==> src/rtl/calc_request_responder_if.sv <==
// Request/response channel between a calculator initiator and the responder.
// The initiator drives the request fields and resp_ready; the responder drives the rest.
interface calc_request_responder_if #(
  parameter int Nbits = 4
);
  logic               req_valid;
  logic               req_ready;
  logic [3:0]         op_select;
  logic [Nbits-1:0]   operand1;
  logic [Nbits-1:0]   operand2;
  logic               resp_valid;
  logic               resp_ready;
  logic [2*Nbits-1:0] resultado;
  logic               err;

  modport master (
    output req_valid, op_select, operand1, operand2, resp_ready,
    input  req_ready, resp_valid, resultado, err
  );

  modport slave (
    input  req_valid, op_select, operand1, operand2, resp_ready,
    output req_ready, resp_valid, resultado, err
  );
endinterface

==> src/rtl/calc_request_responder.sv <==
// Handshaked calculator: single-cycle arithmetic/logic/shift ops, Nbits-step
// iterative shift-add multiply and restoring divide/modulo.
module calc_request_responder #(
  parameter int Nbits = 4
) (
  input logic                    clock,
  input logic                    reset,
  calc_request_responder_if.slave bus
);
  localparam int W  = 2*Nbits;
  localparam int CW = $clog2(Nbits+1);

  typedef enum logic [1:0] {IDLE, EXEC, RESP} state_t;
  state_t state, state_nx;

  logic [3:0]    op_q;
  logic [W-1:0]  a_q, b_q, acc_q, res_q;
  logic [CW-1:0] cnt_q;
  logic          err_q;

  logic          accept, req_ready, resp_valid;
  logic [W-1:0]  a_w, b_w, res_1c;
  logic          err_1c, iter;
  logic [W-1:0]  mul_acc, rem_sh, rem_nx, quo_nx, fin;
  logic          rem_ge;

  assign a_w    = {{Nbits{1'b0}}, bus.operand1};
  assign b_w    = {{Nbits{1'b0}}, bus.operand2};
  assign accept = bus.req_valid && req_ready;

  // Result of the ops that finish at accept; iter flags the multi-cycle ones.
  always_comb begin
    res_1c = '0;
    err_1c = 1'b0;
    iter   = 1'b0;
    case (bus.op_select)
      4'h0: res_1c = a_w + b_w;
      4'h1: res_1c = a_w - b_w;
      4'h2: iter = 1'b1;
      4'h3: if (b_w == '0) begin res_1c = '1;  err_1c = 1'b1; end else iter = 1'b1;
      4'h4: if (b_w == '0) begin res_1c = a_w; err_1c = 1'b1; end else iter = 1'b1;
      4'h5: res_1c = a_w & b_w;
      4'h6: res_1c = a_w | b_w;
      4'h7: res_1c = a_w ^ b_w;
      4'h8: res_1c = (b_w >= W'(W)) ? '0 : a_w << b_w;
      4'h9: res_1c = (b_w >= W'(W)) ? '0 : a_w >> b_w;
      default: err_1c = 1'b1;
    endcase
  end

  // One iteration step: a_q is multiplicand (mul) or dividend/quotient shifter (div/mod).
  always_comb begin
    mul_acc = b_q[0] ? acc_q + a_q : acc_q;
    rem_sh  = {acc_q[W-2:0], a_q[Nbits-1]};
    rem_ge  = rem_sh >= b_q;
    rem_nx  = rem_ge ? rem_sh - b_q : rem_sh;
    quo_nx  = {a_q[W-2:0], rem_ge};
    case (op_q)
      4'h2:    fin = mul_acc;
      4'h3:    fin = {{Nbits{1'b0}}, quo_nx[Nbits-1:0]};
      default: fin = rem_nx;
    endcase
  end

  always_ff @(posedge clock or posedge reset) begin
    if (reset) state <= IDLE;
    else       state <= state_nx;
  end

  always_comb begin
    state_nx   = state;
    req_ready  = 1'b0;
    resp_valid = 1'b0;
    case (state)
      IDLE: begin
        req_ready = 1'b1;
        if (accept) state_nx = iter ? EXEC : RESP;
      end
      EXEC: if (cnt_q == CW'(1)) state_nx = RESP;
      RESP: begin
        resp_valid = 1'b1;
        if (bus.resp_ready) state_nx = IDLE;
      end
      default: state_nx = IDLE;
    endcase
  end

  always_ff @(posedge clock or posedge reset) begin
    if (reset) begin
      op_q  <= '0;
      a_q   <= '0;
      b_q   <= '0;
      acc_q <= '0;
      cnt_q <= '0;
      res_q <= '0;
      err_q <= 1'b0;
    end else begin
      case (state)
        IDLE: if (accept) begin
          op_q  <= bus.op_select;
          a_q   <= a_w;
          b_q   <= b_w;
          acc_q <= '0;
          cnt_q <= CW'(Nbits);
          res_q <= res_1c;
          err_q <= err_1c;
        end
        EXEC: begin
          cnt_q <= cnt_q - CW'(1);
          if (op_q == 4'h2) begin
            acc_q <= mul_acc;
            a_q   <= a_q << 1;
            b_q   <= b_q >> 1;
          end else begin
            acc_q <= rem_nx;
            a_q   <= quo_nx;
          end
          // Last step writes straight into the result so RESP starts with it.
          if (cnt_q == CW'(1)) res_q <= fin;
        end
        default: ;
      endcase
    end
  end

  assign bus.req_ready  = req_ready;
  assign bus.resp_valid = resp_valid;
  assign bus.resultado  = res_q;
  assign bus.err        = err_q;
endmodule

==> src/flat_wrapper.sv <==
// flat-port wrapper written by rule: the top's interface ports become plain ports
module calc_request_responder_flat 
#(
  parameter int Nbits = 4
)
  (clock, reset, bus_req_valid, bus_op_select, bus_operand1, bus_operand2, bus_resp_ready, bus_req_ready, bus_resp_valid, bus_resultado, bus_err);
  calc_request_responder_if #(.Nbits(Nbits)) bus_i ();
  input logic clock;
  input logic reset;
  input wire logic [$bits(bus_i.req_valid)-1:0] bus_req_valid;
  input wire logic [$bits(bus_i.op_select)-1:0] bus_op_select;
  input wire logic [$bits(bus_i.operand1)-1:0] bus_operand1;
  input wire logic [$bits(bus_i.operand2)-1:0] bus_operand2;
  input wire logic [$bits(bus_i.resp_ready)-1:0] bus_resp_ready;
  output wire logic [$bits(bus_i.req_ready)-1:0] bus_req_ready;
  output wire logic [$bits(bus_i.resp_valid)-1:0] bus_resp_valid;
  output wire logic [$bits(bus_i.resultado)-1:0] bus_resultado;
  output wire logic [$bits(bus_i.err)-1:0] bus_err;
  assign bus_i.req_valid = bus_req_valid;
  assign bus_i.op_select = bus_op_select;
  assign bus_i.operand1 = bus_operand1;
  assign bus_i.operand2 = bus_operand2;
  assign bus_i.resp_ready = bus_resp_ready;
  assign bus_req_ready = bus_i.req_ready;
  assign bus_resp_valid = bus_i.resp_valid;
  assign bus_resultado = bus_i.resultado;
  assign bus_err = bus_i.err;
  calc_request_responder #(.Nbits(Nbits)) u_core (.clock(clock), .reset(reset), .bus(bus_i));
endmodule
==> config.mk <==
export PLATFORM = sky130hd
export DESIGN_NAME = calc_request_responder_flat
export DESIGN_NICKNAME = d
export VERILOG_FILES = /design/src/rtl/calc_request_responder_if.sv /design/src/rtl/calc_request_responder.sv /design/src/flat_wrapper.sv
export SDC_FILE = /design/constraint.sdc
export NUM_CORES = 1
export LEC_CHECK = 0
export CAP_MARGIN = 20
export CORE_MARGIN = 5
export CORE_UTILIZATION = 50
export CTS_CLUSTER_DIAMETER = 150
export DETAILED_ROUTE_END_ITERATION = 10
export GPL_ROUTABILITY_DRIVEN = 0
export PLACE_DENSITY_LB_ADDON = 0.12
export SLEW_MARGIN = 10
export SYNTH_ARGS = -nofsm -noshare
export SYNTH_HDL_FRONTEND = slang
export SYNTH_SLANG_ARGS = --single-unit
==> constraint.sdc <==
create_clock -name clock -period 2.9 [get_ports clock]
set_input_delay 0.725 -clock clock [delete_from_list [all_inputs] [get_ports clock]]
set_output_delay 0.725 -clock clock [all_outputs]
set_load 0.1 [all_outputs]
## Word-level counts from Yosys, hierarchy flattened

Index checks and enable logic that the tools add are counted.
W data, S select, Z words.

- Flip-flop bits (word level): 42
- Word-level logic and storage cells: 83
- Output and inout port bits: 11
- Input port bits: 16

- Bitwise logic cells: 3
- $add $sub $neg: 5
- Equality and inequality tests: 18
- Shift-type cells: 2
- $lt $le $gt $ge: 2
- Multiplexer cells: 33
- Reduce and logical (&&, ||, !) cells: 12

Operator list:

| operator | count |
|---|---|
| $mux W8 | 12 |
| $pmux W8 S2 | 5 |
| $pmux W8 S9 | 1 |
| $eq A4 B2 Y1 const B | 4 |
| $eq A4 B3 Y1 const B | 4 |
| $reduce_and A3 Y1 | 3 |
| $add A8 B8 Y8 | 1 |
| $eq A4 B4 Y1 const B | 2 |
| $ge A8 B8 Y1 | 1 |
| $logic_not A8 Y1 | 1 |
| $mux W2 | 4 |
| $reduce_or A8 Y1 | 1 |
| $shl A4 B4 Y8 | 1 |
| $shr A4 B4 Y8 | 1 |
| $sub A8 B8 Y8 | 1 |
| $ne A2 B1 Y1 const B | 3 |
| $pmux W2 S3 | 1 |
| $pmux W3 S2 | 1 |
| $add A4 B4 Y5 | 1 |
| $mux W1 | 5 |
| $sub A4 B4 Y5 | 1 |
| $and A4 B4 Y4 | 1 |
| $eq A4 B1 Y1 const B | 1 |
| $ge A4 B4 Y1 const B | 1 |
| 16 further kinds | 18 |

## Depth between registers and ports, before layout

- Depth in word-level cells: 6
- Depth in mapped cells: 10
- Depth with buffers taken out: 10

## Least setup slack after synthesis

Ideal clock, no wire load.

- Path kind: register to register
- From: register u_core.state[0]
- To: register u_core.err_q (netlist: u_core.bus.err)
- Cell stages (with the launch flop): 6
- Required time: 2805 ps
- Buffers on the path: 2
- Data arrival time: 2576 ps
- Path slack: 229 ps
- Library setup time: 95 ps
- Clock period less this slack: 2671 ps
- Cell sequence: dfrtp_1 buf_12 nor2_1 nand2_1 clkbuf_1 o31ai_1

- Word-level cells in the longest chain between the ends: 4

Ends and longest elaborated chain:

| what | RTL line | RTL |
|---|---|---|
| start: declaration | calc_request_responder.sv:14 | `state_t state, state_nx;` |
| start signal: assignment | calc_request_responder.sv:67 | `else state <= state_nx;` |
| $logic_not A2 Y1 | calc_request_responder.sv:74 | `case (state)` |
| $mux W1 | calc_request_responder.sv:74 |  |
| named net bus_req_ready | flat_wrapper.sv:15 | `output wire logic [$bits(bus_i.req_ready)-1:0] bus_req_ready;` |
| $logic_and A1 B1 Y1 | calc_request_responder.sv:29 | `assign accept = bus.req_valid && req_ready;` |
| $reduce_and A2 Y1 (no source line) | - |  |
| end signal: assignment | calc_request_responder.sv:106 | `err_q <= err_1c;` |
| end: declaration | calc_request_responder.sv:19 | `logic err_q;` |

The timed path passes the listed nets, and every way through them passes these cells.
A chain may end at the register's enable or synchronous reset.

## Worst setup path in the final report

- From: register u_core.a_q[3]
- To: register u_core.acc_q[1]

- Word-level cells in the longest chain between the ends: 4
- Elaborated cells on any way between the ends: 5
- Those cells by class: add/sub: 1; order compare: 1; mux: 3

Ends and longest elaborated chain:

| what | RTL line | RTL |
|---|---|---|
| start: declaration | calc_request_responder.sv:17 | `logic [W-1:0] a_q, b_q, acc_q, res_q;` |
| start signal: assignment | calc_request_responder.sv:101 | `a_q <= a_w;` |
| start signal: assignment | calc_request_responder.sv:112 | `a_q <= a_q << 1;` |
| start signal: assignment | calc_request_responder.sv:116 | `a_q <= quo_nx;` |
| $sub A8 B8 Y8 or $ge A8 B8 Y1 (tied branches) | calc_request_responder.sv:56, calc_request_responder.sv:55 |  |
| $mux W8 * | calc_request_responder.sv:56 | `rem_nx = rem_ge ? rem_sh - b_q : rem_sh;` |
| $mux W8 * | calc_request_responder.sv:110 | `if (op_q == 4'h2) begin` |
| $pmux W8 S2 * | calc_request_responder.sv:98 | `case (state)` |
| end signal: assignment | calc_request_responder.sv:111 | `acc_q <= mul_acc;` |
| end signal: assignment | calc_request_responder.sv:115 | `acc_q <= rem_nx;` |
| end: declaration | calc_request_responder.sv:17 |  |

Every way passes the cells marked *; elsewhere a longest branch is shown, timed or not.

==> summary.md <==
| Metric | Value |
|---|---|
| Area grow syn2layout | 17.1% |
| FP Rows | 30 |
| Crit path time final | ~2.7 ns |
| Fraction of layout cells with a size suffix above 1 | approximately 16% |
| Worst hold path class | register to register |
| IO Count | 27 |
| Critical path launch point type | register |
| Seq/Total Area, Yosys | 27.5% |
| Async S/R FF share, synth | 100% |
| #FFs+latches synth | 38 |
| Syn nets | roughly 470 |
| CTS Buf Count | 5 |
| Final WS setup | 0.154 ns |
| Setup_tns | 0 ns |
| Worst r2r dst | u_core.acc_q[1]$_DFFE_PP0P_ |
| Multiplexer share of the synthesized area | around 6.9% |
| Peak VDD IR | about 0.56 mV |
| # nets final | 514 |
| CTS max path bufs | 2 |
| Crit path launch | u_core.a_q[3]$_DFFE_PP0P_ |
| Antenna violations before repair | 0 |
| Max Cap Viol | 0 |
| Worst Max-Slew Pin Slew | about 0.75 ns |
| Syn Area/Cell | 8.25 µm² |
| Adder-Cell Fraction of Synth Area | 11.7% |
| Fillers | roughly 620 |
| CTS tree | done |
| Fmax | ~0.36 GHz |
| Die area | about 8700 µm² |
| Crit-path max FO | 4 |
| RR Startpoint | u_core.a_q[3]$_DFFE_PP0P_ |
| Post-Place Setup Slack | -0.224 ns |
| GRT Total Usage | between 20% and 30% |
| # port buffers | 26 |
| Total gr overflow | 0 |
| Cells taking the most area after synthesis | dfrtp_1 28%, ha_1 9.4%, o21ai_0 4.9% |
| Simple-gate share of the synthesized area | 21.2% |
| Worst-path clk slew | roughly 0.08 ns |
| RSZ-0062 raised after global routing | no |
| ANT nets after route | 0 |
| Register area | around 950 µm² |
| Post-synth top area cell | dfrtp_1 |
| Post-synth EDFFs | 0 |
| Yosys cell types | 65 |
| Hold Fails Final Rpt | 0 |
| Post-Synth XOR/XNOR Area | around 2.8% |
| Leak | approximately 1.9 nW |
| CP Capture Type | register |
| Core ar. | roughly 6800 µm² |
| Clock Tree Root | clkbuf_8 |
| Max Slew Vio Count | 0 |
| Reg2reg path depth | 11 |
| Final Cycle Share | a little over nine tenths |
| Worst-skew pair later-pin latency | approximately 0.29 ns |
| Hpwl dp | between 7000 and 8000 µm |
| TritonCTS Sinks | 38 |
| H-tree Lvls | 2 |
| Via density | slightly above 6 |
| Synth top area share | about 28% |
| Number of global-route vias before repair | approximately 3.3k |
| DR WL/cell | roughly 17 µm |
| R2R setup slack | about 0.15 ns |
| Final setup vio count | 0 |
| First-pass GRT wire length | around 16000 µm |
| Die width | about 93 µm |
| CP Class | register to register |
| Die height | around 93 µm |
| Worst setup path end | u_core.acc_q[1]$_DFFE_PP0P_ |
| Worst path required time | around 3.1 ns |
| Drt drc | 0 |
| Vias | around 3.4k |
| Multi-input logic area | between 2000 and 2500 µm² |
| Post CTS Setup Buffer Count | 0 |
| Largest net degree at the start of global routing | 39 |
| Main combinational cell family by area after synthesis | compound AO/OA/AOI/OAI gates |
| Initial core utilization | between 50 and 60% |
| Top FF cell, synth | dfrtp_1 |
| Worst Clk Skew | around 0.010 ns |
| Cells after Synth | between 400 and 500 |
| Status | finished, final reports clean |
| Post-synthesis compound-gate area fraction | a little under a quarter |
| Ys Warns | 0 |
| First-pass DRT Iterations | 5 |
| Tot Pwr | slightly below 4 mW |
| Pwr/cell area | approximately 960 nW/µm² |
| Max-slew headroom | roughly half |
| Final wirelength | between 9000 and 10000 µm |
| Synth Cell Area | ~3500 µm² |
| Detailed Route Iter0 Violations | about 210 |
| Arr. time, crit path | ~2.9 ns |
| Antenna diodes | 0 |
cells in the final DEF, fill, tap and decap left out, types with 5 or more instances in the layout:
cell,n
and2_1,5
nor2_1,35
mux2_2,6
buf_4,49
a21oi_1,28
xnor2_1,7
nor2b_1,7
nand2b_1,5
clkbuf_8,6
inv_1,24
ha_1,26
and3_1,5
clkdlybuf4s50_1,15
nand3_1,12
o21ai_0,34
a22o_1,5
nand2_1,41
dfrtp_1,38
mux2i_1,15
a31oi_1,10
nor3_1,10
o211ai_1,6
cell type report:
| type | instances | share of cell area, % |
|---|---|---|
| Sequential cell | 38 | 23.5 |
| Multi-Input combinational cell | 335 | 56.7 |
| Timing Repair Buffer | 64 | 12.8 |
| Tap cell | 80 | 2.47 |
| Inverter | 24 | 2.22 |
| Clock inverter | 2 | 0.309 |
| Clock buffer | 6 | 2.04 |
kinds of logic after synthesis:
group	count (synthesis)
adder cells (fa/ha/maj)	30
flip-flops	38
multiplexers	22
buffers and inverters	46
AND/OR/NAND/NOR	146
AO/OA/AOI/OAI	126
XOR/XNOR	11
cells in the mapped netlist, types with 5 or more instances:
library cell / instances
a21oi_1: 28
a22o_1: 5
a31oi_1: 10
and2_1: 5
and3_1: 5
clkbuf_1: 14
dfrtp_1: 38
ha_1: 26
inv_1: 24
mux2_2: 6
mux2i_1: 15
nand2_1: 41
nand2b_1: 5
nand3_1: 12
nor2_1: 35
nor2b_1: 7
nor3_1: 10
o211ai_1: 6
o21ai_0: 34
xnor2_1: 7
registers in the layout (all words and copies together) (netlist names):
name and cells:
u_core.bus.resultado 8, u_core.op_q 4, u_core.acc_q 8, u_core.a_q 8, u_core.cnt_q 3, u_core.bus.err 1, u_core.state 2, u_core.b_q 4
stage by stage:
step	hold WS [ns]	util [%]	cells	cell area, µm²
6_report	0.491	59.9	549	4050
5_1_grt	0.537	59.9	549	4050
4_1_cts	0.497	59.8	549	4040
3_5_place_dp	0.479	58.4	541	3940
3_3_place_gp	0.470	58.4	541	3940
2_1_floorplan	0.450	-	419	3460
worst max-delay path, cell delays in order (launching register included):
cell	delay [ns]
dfrtp_1	0.41
inv_1	0.17
ha_1	0.20
inv_1	0.05
fa_1	0.40
nand3_1	0.10
nand2_1	0.10
nor2_1	0.26
buf_4	0.18
mux2i_1	0.31
o21ai_0	0.15
a32o_1	0.28
power breakdown:
group	total, mW	leakage, nW	switching (mW)	internal (mW)
combinational	2.54	1.35	1.66	0.871
clock	0.390	0.0472	0.198	0.191
sequential	0.951	0.477	0.210	0.741
total	3.88	1.87	2.07	1.80
routing by layer:
layer / part of all wire [%] / vias up / GRT usage (%)
met1: 44 / 1615 / 28.3
met2: 49 / 91 / 38.2
met4: 3.5 / 0 / 10.0
li1: - / 1620 / -
met5: 0 / - / 0
met3: 4.4 / 33 / 3.70
worst min-delay path by stage:
stage                                     start                          end  slack (ns)  cells after the start
floorplan           u_core.cnt_q[1]$_DFFE_PP0P_  u_core.cnt_q[1]$_DFFE_PP0P_        0.45                      2
global placement    u_core.cnt_q[1]$_DFFE_PP0P_  u_core.cnt_q[1]$_DFFE_PP0P_        0.47                      2
detailed placement   u_core.op_q[2]$_DFFE_PP0P_   u_core.op_q[2]$_DFFE_PP0P_        0.48                      2
CTS                  u_core.op_q[2]$_DFFE_PP0P_   u_core.op_q[2]$_DFFE_PP0P_        0.50                      2
global route         u_core.op_q[2]$_DFFE_PP0P_   u_core.op_q[2]$_DFFE_PP0P_        0.54                      2
finish               u_core.bus.err$_DFFE_PP0P_   u_core.bus.err$_DFFE_PP0P_        0.49                      2
repair_timing:
item | CTS | global route
hold buffers | 0 | 0
setup endpoints to repair | 0 | 5
hold endpoints to repair | 0 | 0
resized for setup | 0 | 3
Note: power is estimated with default switching activity, not from simulation.
